$ cat config.mk
export PLATFORM = sky130hd
export DESIGN_NAME = tlul_host_arbiter
export DESIGN_NICKNAME = d
export VERILOG_FILES = /design/src/rtl/tlul_host_arbiter.sv
export SDC_FILE = /design/constraint.sdc
export NUM_CORES = 1
export LEC_CHECK = 0
export CAP_MARGIN = 20
export CORE_AREA = 2 2 111 113
export CTS_CLUSTER_SIZE = 28
export DETAILED_ROUTE_END_ITERATION = 8
export DIE_AREA = 0 0 113 115
export SLEW_MARGIN = 10
export SYNTH_ARGS = -nofsm -noshare
export SYNTH_HDL_FRONTEND = slang
export SYNTH_SLANG_ARGS = --single-unit
$ cat constraint.sdc
create_clock -name clk_i -period 1.8 [get_ports clk_i]
set_input_delay 0.45 -clock clk_i [delete_from_list [all_inputs] [get_ports clk_i]]
set_output_delay 0.45 -clock clk_i [all_outputs]
set_load 0.02 [all_outputs]
$ cat src/rtl/tlul_host_arbiter.sv
// Shares one req/gnt/valid host port between N_HOSTS requesters.
// Round-robin request selection with A-channel lock, plus an in-order
// FIFO of requester IDs that steers each response back to its owner.

package tlul_pkg;
    parameter int TL_AW  = 32;
    parameter int TL_DW  = 32;
    parameter int TL_DBW = TL_DW / 8;
endpackage

module tlul_host_arbiter
    import tlul_pkg::*;
#(
    parameter int N_HOSTS = 2,
    parameter int MAX_OUT = 2
) (
    input  logic                        clk_i,
    input  logic                        rst_ni,
    input  logic [N_HOSTS-1:0]          h_req_i,
    output logic [N_HOSTS-1:0]          h_gnt_o,
    input  logic [N_HOSTS*TL_AW-1:0]    h_addr_i,
    input  logic [N_HOSTS-1:0]          h_we_i,
    input  logic [N_HOSTS*TL_DW-1:0]    h_wdata_i,
    input  logic [N_HOSTS*TL_DBW-1:0]   h_be_i,
    output logic [N_HOSTS-1:0]          h_valid_o,
    output logic [TL_DW-1:0]            h_rdata_o,
    output logic                        h_err_o,
    output logic                        m_req_o,
    input  logic                        m_gnt_i,
    output logic [TL_AW-1:0]            m_addr_o,
    output logic                        m_we_o,
    output logic [TL_DW-1:0]            m_wdata_o,
    output logic [TL_DBW-1:0]           m_be_o,
    input  logic                        m_valid_i,
    input  logic [TL_DW-1:0]            m_rdata_i,
    input  logic                        m_err_i,
    output logic                        unexp_rsp_o
);

    localparam int ID_W  = $clog2(N_HOSTS);
    localparam int IDX_W = ID_W + 1;
    localparam int PTR_W = (MAX_OUT > 1) ? $clog2(MAX_OUT) : 1;
    localparam int CNT_W = $clog2(MAX_OUT + 1);

    logic [ID_W-1:0]  rr_q;
    logic [ID_W-1:0]  sel_q;
    logic             lock_q;
    logic [ID_W-1:0]  arb_sel;
    logic [ID_W-1:0]  sel;
    logic [IDX_W-1:0] idx;
    logic [CNT_W-1:0] count_q;
    logic [PTR_W-1:0] wr_ptr_q;
    logic [PTR_W-1:0] rd_ptr_q;
    logic [ID_W-1:0]  id_mem [MAX_OUT];
    logic [ID_W-1:0]  head_id;
    logic             full;
    logic             accept;
    logic             pop;

    function automatic logic [PTR_W-1:0] ptr_inc(input logic [PTR_W-1:0] p);
        return (p == PTR_W'(MAX_OUT - 1)) ? '0 : p + 1'b1;
    endfunction

    // Round-robin search starting at rr_q; iterating backwards lets the
    // nearest requester in search order win.
    always_comb begin
        arb_sel = rr_q;
        idx     = '0;
        for (int k = N_HOSTS - 1; k >= 0; k--) begin
            idx = {1'b0, rr_q} + IDX_W'(k);
            if (idx >= IDX_W'(N_HOSTS)) begin
                idx = idx - IDX_W'(N_HOSTS);
            end
            if (h_req_i[idx[ID_W-1:0]]) begin
                arb_sel = idx[ID_W-1:0];
            end
        end
    end

    // A presented-but-ungranted request keeps its requester until accepted.
    assign sel     = lock_q ? sel_q : arb_sel;
    assign full    = (count_q == CNT_W'(MAX_OUT));
    assign m_req_o = rst_ni && ((|h_req_i) || lock_q) && !full;
    assign accept  = m_req_o && m_gnt_i;
    assign pop     = rst_ni && m_valid_i && (count_q != '0);
    assign head_id = id_mem[rd_ptr_q];

    assign m_addr_o  = h_addr_i[sel*TL_AW +: TL_AW];
    assign m_we_o    = h_we_i[sel];
    assign m_wdata_o = h_wdata_i[sel*TL_DW +: TL_DW];
    assign m_be_o    = h_be_i[sel*TL_DBW +: TL_DBW];

    assign h_rdata_o   = m_rdata_i;
    assign h_err_o     = m_err_i;
    assign unexp_rsp_o = rst_ni && m_valid_i && (count_q == '0);

    generate
        for (genvar gi = 0; gi < N_HOSTS; gi++) begin : g_host
            assign h_gnt_o[gi]   = accept && (sel == ID_W'(gi));
            assign h_valid_o[gi] = pop && (head_id == ID_W'(gi));
        end
    endgenerate

    // Arbitration pointer and lock state.
    always_ff @(posedge clk_i) begin
        if (!rst_ni) begin
            rr_q   <= '0;
            lock_q <= 1'b0;
            sel_q  <= '0;
        end else if (accept) begin
            lock_q <= 1'b0;
            rr_q   <= (sel == ID_W'(N_HOSTS - 1)) ? '0 : sel + 1'b1;
        end else if (m_req_o) begin
            lock_q <= 1'b1;
            sel_q  <= sel;
        end
    end

    // ID FIFO pointers and occupancy; simultaneous push/pop keeps count.
    always_ff @(posedge clk_i) begin
        if (!rst_ni) begin
            wr_ptr_q <= '0;
            rd_ptr_q <= '0;
            count_q  <= '0;
        end else begin
            if (accept) begin
                wr_ptr_q <= ptr_inc(wr_ptr_q);
            end
            if (pop) begin
                rd_ptr_q <= ptr_inc(rd_ptr_q);
            end
            case ({accept, pop})
                2'b10:   count_q <= count_q + 1'b1;
                2'b01:   count_q <= count_q - 1'b1;
                default: count_q <= count_q;
            endcase
        end
    end

    // ID storage; entries beyond the read pointer are ignored after reset.
    always_ff @(posedge clk_i) begin
        if (accept) begin
            id_mem[wr_ptr_q] <= sel;
        end
    end

endmodule

# Word-level counts from Yosys, hierarchy flattened
# Memory sizes are Yosys's and may differ from the RTL's. A register that Yosys moved wholly into a read port is not among the register bits.
# Index checks and enable logic that the tools add are counted.
# Widths: inputs -> output; s select.
# totals
reg_bits	7
mem_bits_rw	2
inputBits	177
output_inout_bits	108
mem_count	1
# classes
n_addsub	8
n_lt_le_gt_ge	5
n_eq_ne	3
n_shift	3
n_mux	19
bitwise	4
n_reduce_logical	18
# memory_table
name	words	width	read_ports	rd_clocked_by_memory_dff	wr	line	rtl
id_mem	2	1	1	1	1	54	logic [ID_W-1:0] id_mem [MAX_OUT];
# op_table
cell	count
$shiftx 64x7->32	2
$mux 1	18
$logic_and 1x1->1	10
$shiftx 8x4->4	1
$lt 1x2->1 const B	3
$eq 2x2->1 const B	2
$not 1->1	4
$pmux 2 s2	1
$reduce_bool 2->1	2
$reduce_or 2->1	2
$add 1x1->1 const B	3
$add 1x1->2 const B	1
$add 2x1->2 const B	1
$eq 2x1->1 const B	1
$ge 1x2->1 const B	1
$ge 2x2->1 const B	1
$logic_not 2->1	1
$reduce_and 2->1	1
$sub 1x1->1 const B	2
$sub 2x1->2 const B	1
$logic_not 1->1	1
$logic_or 1x1->1	1

# Logic depth before layout (Yosys ltp)
# logic_depth
depth_word	10
ltp_mapped	7

# Worst setup path before layout
# No wires, ideal clock.
# synth_path
path_kind	in2out
from	input h_req_i[0]
to	output m_addr_o[0]
t_arrival_ns	1.477
slack_ns	-0.127
path_stages	6
cell_sequence	inv_1 > a21oi_1 > o31a_1 > buf_6 > buf_12 > mux2_4
# synth_via
elab_chain_len	6
# synth_rtl
element	line	rtl
from (decl)	19	input logic [N_HOSTS-1:0] h_req_i,
$mux 1 (implied by the code) (2 in series)	74	if (h_req_i[idx[ID_W-1:0]]) begin
$mux 1	74	
$mux 1 *	74	
$mux 1 *	81	assign sel = lock_q ? sel_q : arb_sel;
$shiftx 64x7->32 *	88	assign m_addr_o = h_addr_i[sel*TL_AW +: TL_AW];
to (decl)	30	output logic [TL_AW-1:0] m_addr_o,
# Every way passes the cells marked *; elsewhere a longest branch is shown, timed or not. The select of a mux whose other input is x is not followed.

# Worst setup path after layout
# layout_path
from	register rr_q
to	output m_addr_o[15]
# layout_via
elab_chain_len	9
# layout_rtl
element	line	rtl
from (decl)	45	logic [ID_W-1:0] rr_q;
from (signal assigned)	112	rr_q <= (sel == ID_W'(N_HOSTS - 1)) ? '0 : sel + 1'b1;
$add 1x1->2	70	idx = {1'b0, rr_q} + IDX_W'(k);
$ge 2x2->1 / $sub 1x1->1 (equally long branches)	71, 72	
$mux 1	71	if (idx >= IDX_W'(N_HOSTS)) begin
$mux 1 (implied by the code) (2 in series)	74	
$mux 1	74	
$mux 1 *	74	
$mux 1 *	81	
$shiftx 64x7->32 *	88	
# Marked as above.

==> results.md <==
* Buf/Inv on CP at 3
* Worst hold path class: reg -> reg
* Clk_lat worst skew at 240 ps
* Worst R2R Path Depth at 7
* Pre-CTS setup slack at -1300 ps
* Failing checks: DRC, setup timing
* Hold Vio Cnt, Final at 0
* WL per Instance at 18.2 um
* RSZ-0062 raised after global routing: yes
* Final Cycle Share at 1.25
* Status: finished with violations
* Final net count at 559
* Leakage at 2.14 nW
* Power Density at 523 nW/um2
* Post-Layout Inst Area at 4620 um2
* Final slew viol count at 0
* WHS Endpoint: rr_q$_SDFFE_PN0N_
* FF-to-FF End: count_q[1]$_SDFFE_PN0P_
* Initial Utilization at 0.161
* Critical Path Slowest Stage Cell: o31a_4
* Critical Path Start Type: flop
* Die height at 115 um
* Total CTS buffers at 3
* Routed WL at 9610 um
* Die Span X at 113 um
* Synth unique cells at 30
* Synthesized area per cell at 11.7 um2
* Max-cap viol count at 0
* Fin crit period at 2260 ps
* CP top delay family: buffers and inverters
* Worst-case clock buffer depth at 2
* Hold_buf cts at 0
* VDD IR max at 0.248 mV
* Total global routing overflow at 0
* Cell Chain, Critical Path: nor2_2 -> o31a_4 -> buf_12 -> buf_16 -> mux2_4 -> buf_6
* Element type at the critical path end: output port
* Antenna Cells at 0
* Fmax at 443 MHz
* Post-placement cell area at 4080 um2
* Via density per instance at 3.93
* Ratio of cells with drive above 1 in the final layout at 0.526
* Hold WS at 515 ps
* Hpwl dp at 7490 um
* Via count at 2071
* First-pass GRT wire length at 13000 um
* Hold_sp: rr_q$_SDFFE_PN0N_
* DRC Markers at 20
* Mapped cell area at 1900 um2
* Area growth from synthesis to layout at 143%
* CTS tree: yes
* Dominant cell type by area after synthesis: mux2_4
* CTS HTree Levels at 1
* R2R Setup Slk at 0 ps
* Clk pin slew, worst setup/hold paths at 40 ps
* Largest net degree at the start of global routing at 10
* GP Congestion at 0.807
* Max-slew headroom at 0.812
* GRT Overall Usage at 0.133
* Yosys warns at 0
* DR iter-0 viols at 72
* Area share of the leading cell type in the synthesized netlist at 0.529
* 1st-pass router iterations at 6
* CP max stage delay at 410 ps
* Die area at 13000 um2
* RR Startpoint: lock_q$_SDFFE_PP0N_
* I/O Pins at 285
* Core ar. at 11800 um2
* Seq cells post-synth at 10
* Required time worst endpoint at 1350 ps
* Gate Count Post-Synth at 163
* Worst Hold Depth at 2
* Post-route setup slack at -458 ps
* Initial antenna violation count at 1
* Seq/Total Area, Yosys at 0.116
* Synth top area cells: mux2_4 (53%), buf_4 (13%), dfxtp_1 (8.4%)
* WS Path Type: reg -> out
* Clk_skew at 0.929 ps
* Vias in the first global route at 2079
* Clk root buf: clkbuf_16
* CP arrival at 1810 ps
* Clock sink total at 10
* # port buffers at 218
* # fillers at 1144
* Syn nets at 341
* Crit Path Max Fanout at 9
* Row count at 40
* Slew @ Worst Pin at 281 ps
* Setup violators final at 72
* Remaining antenna violation count at 0
[metal layers]
layer	part of all wire	GRT usage
met1	0.36	0.150
met3	0.14	0.0669
met5	0.0020	0
met4	0.018	0.0358
met2	0.49	0.224
[where the power goes]
group / leakage [nW] / internal [W] / switching [W]
sequential: 0.0847 / 0.000248 / 0.0000126
clock: 0.0385 / 0.000292 / 0.000109
combinational: 2.01 / 0.00110 / 0.000655
[tightest hold or removal path: stages (launching register included)]
cell	delay, ps
dfxtp_2	330
nand3_1	60
o21ai_0	70
[cells in the final DEF, fill, tap and decap left out, drive strengths merged]
cell type,netlist,routed
nand2b,1,1
and4b,1,1
dlygate4sd2,0,4
clkinv,0,1
o211ai,1,1
nor2,6,6
o31a,1,1
or3,2,2
edfxtp,2,2
and3,1,1
nand2,2,2
o21a,2,2
o21ai,3,3
mux2i,1,1
buf,41,112
nor2b,1,1
dfxtp,8,8
xnor2,3,3
clkbuf,1,4
nand4,1,1
a21oi,2,2
clkdlybuf4s50,0,138
and2,4,4
inv,5,5
nand3,2,2
mux2,69,69
a21boi,1,1
ha,1,1
nor3,1,1
[state kept, by name (all words and copies together), names as in the netlist, named ones only]
register / cells
count_q: 2
id_mem: 2
lock_q: 1
rd_ptr_q: 1
rr_q: 1
sel_q: 1
wr_ptr_q: 1
[per-stage QoR]
stage	setup TNS [ps]	total power, W	utilization	cells
final	-29970	0.00242	0.391	527
after global routing	-33110	0.00253	0.391	527
after CTS	-31010	0.00243	0.386	523
after detailed placement	-93590	0.00176	0.346	505
after global placement	-93000	0.00175	0.346	505
after floorplan	-4810	0.00113	-	163
[repair_timing]
item	4_1_cts	5_1_grt
pin swaps	7	5
setup endpoints to repair	80	75
buffers inserted	8	4
cloned	6	0
resized for setup	463	12
[Yosys cell counts (all sizes together)]
cell	n
a21boi	1
a21oi	2
and2	4
and3	1
and4b	1
buf	41
clkbuf	1
dfxtp	8
edfxtp	2
ha	1
inv	5
mux2	69
mux2i	1
nand2	2
nand2b	1
nand3	2
nand4	1
nor2	6
nor2b	1
nor3	1
o211ai	1
o21a	2
o21ai	3
o31a	1
or3	2
xnor2	3
[worst max-delay path by stage]
| stage | startpoint | end | slack [ps] | cells past startpoint |
|---|---|---|---|---|
| after floorplan | h_req_i[0] | m_addr_o[0] | -70 | 6 |
| after global placement | h_req_i[0] | m_addr_o[31] | -1290 | 8 |
| after detailed placement | h_req_i[0] | m_wdata_o[18] | -1300 | 8 |
| after CTS | rr_q$_SDFFE_PN0N_ | m_addr_o[21] | -480 | 6 |
| after global routing | rr_q$_SDFFE_PN0N_ | m_wdata_o[5] | -500 | 6 |
| final | rr_q$_SDFFE_PN0N_ | m_addr_o[15] | -460 | 6 |
[cells by family (layout without fill, tap and decap cells)]
group | count (synthesis) | in the layout | synth area share
XOR/XNOR | 3 | 3 | 0.0138
AND/OR/NAND/NOR | 22 | 22 | 0.0651
flip-flops | 10 | 10 | 0.116
adder cells (fa/ha/maj) | 1 | 1 | 0.00658
buffers and inverters | 47 | 264 | 0.219
multiplexers | 70 | 70 | 0.546
AO/OA/AOI/OAI | 10 | 10 | 0.0336
[final cells by class]
type / count / area [um2] / share of cell area
inverter: 5 / 28.8 / 0.00622
tap: 147 / 184 / 0.0398
clock buffer: 3 / 75.1 / 0.0162
timing repair buffer: 255 / 2790 / 0.602
sequential: 10 / 223 / 0.0482
clock inverter: 1 / 3.75 / 0.000812
multi-input combinational: 106 / 1320 / 0.286
Power figures use the tool's default switching activity.
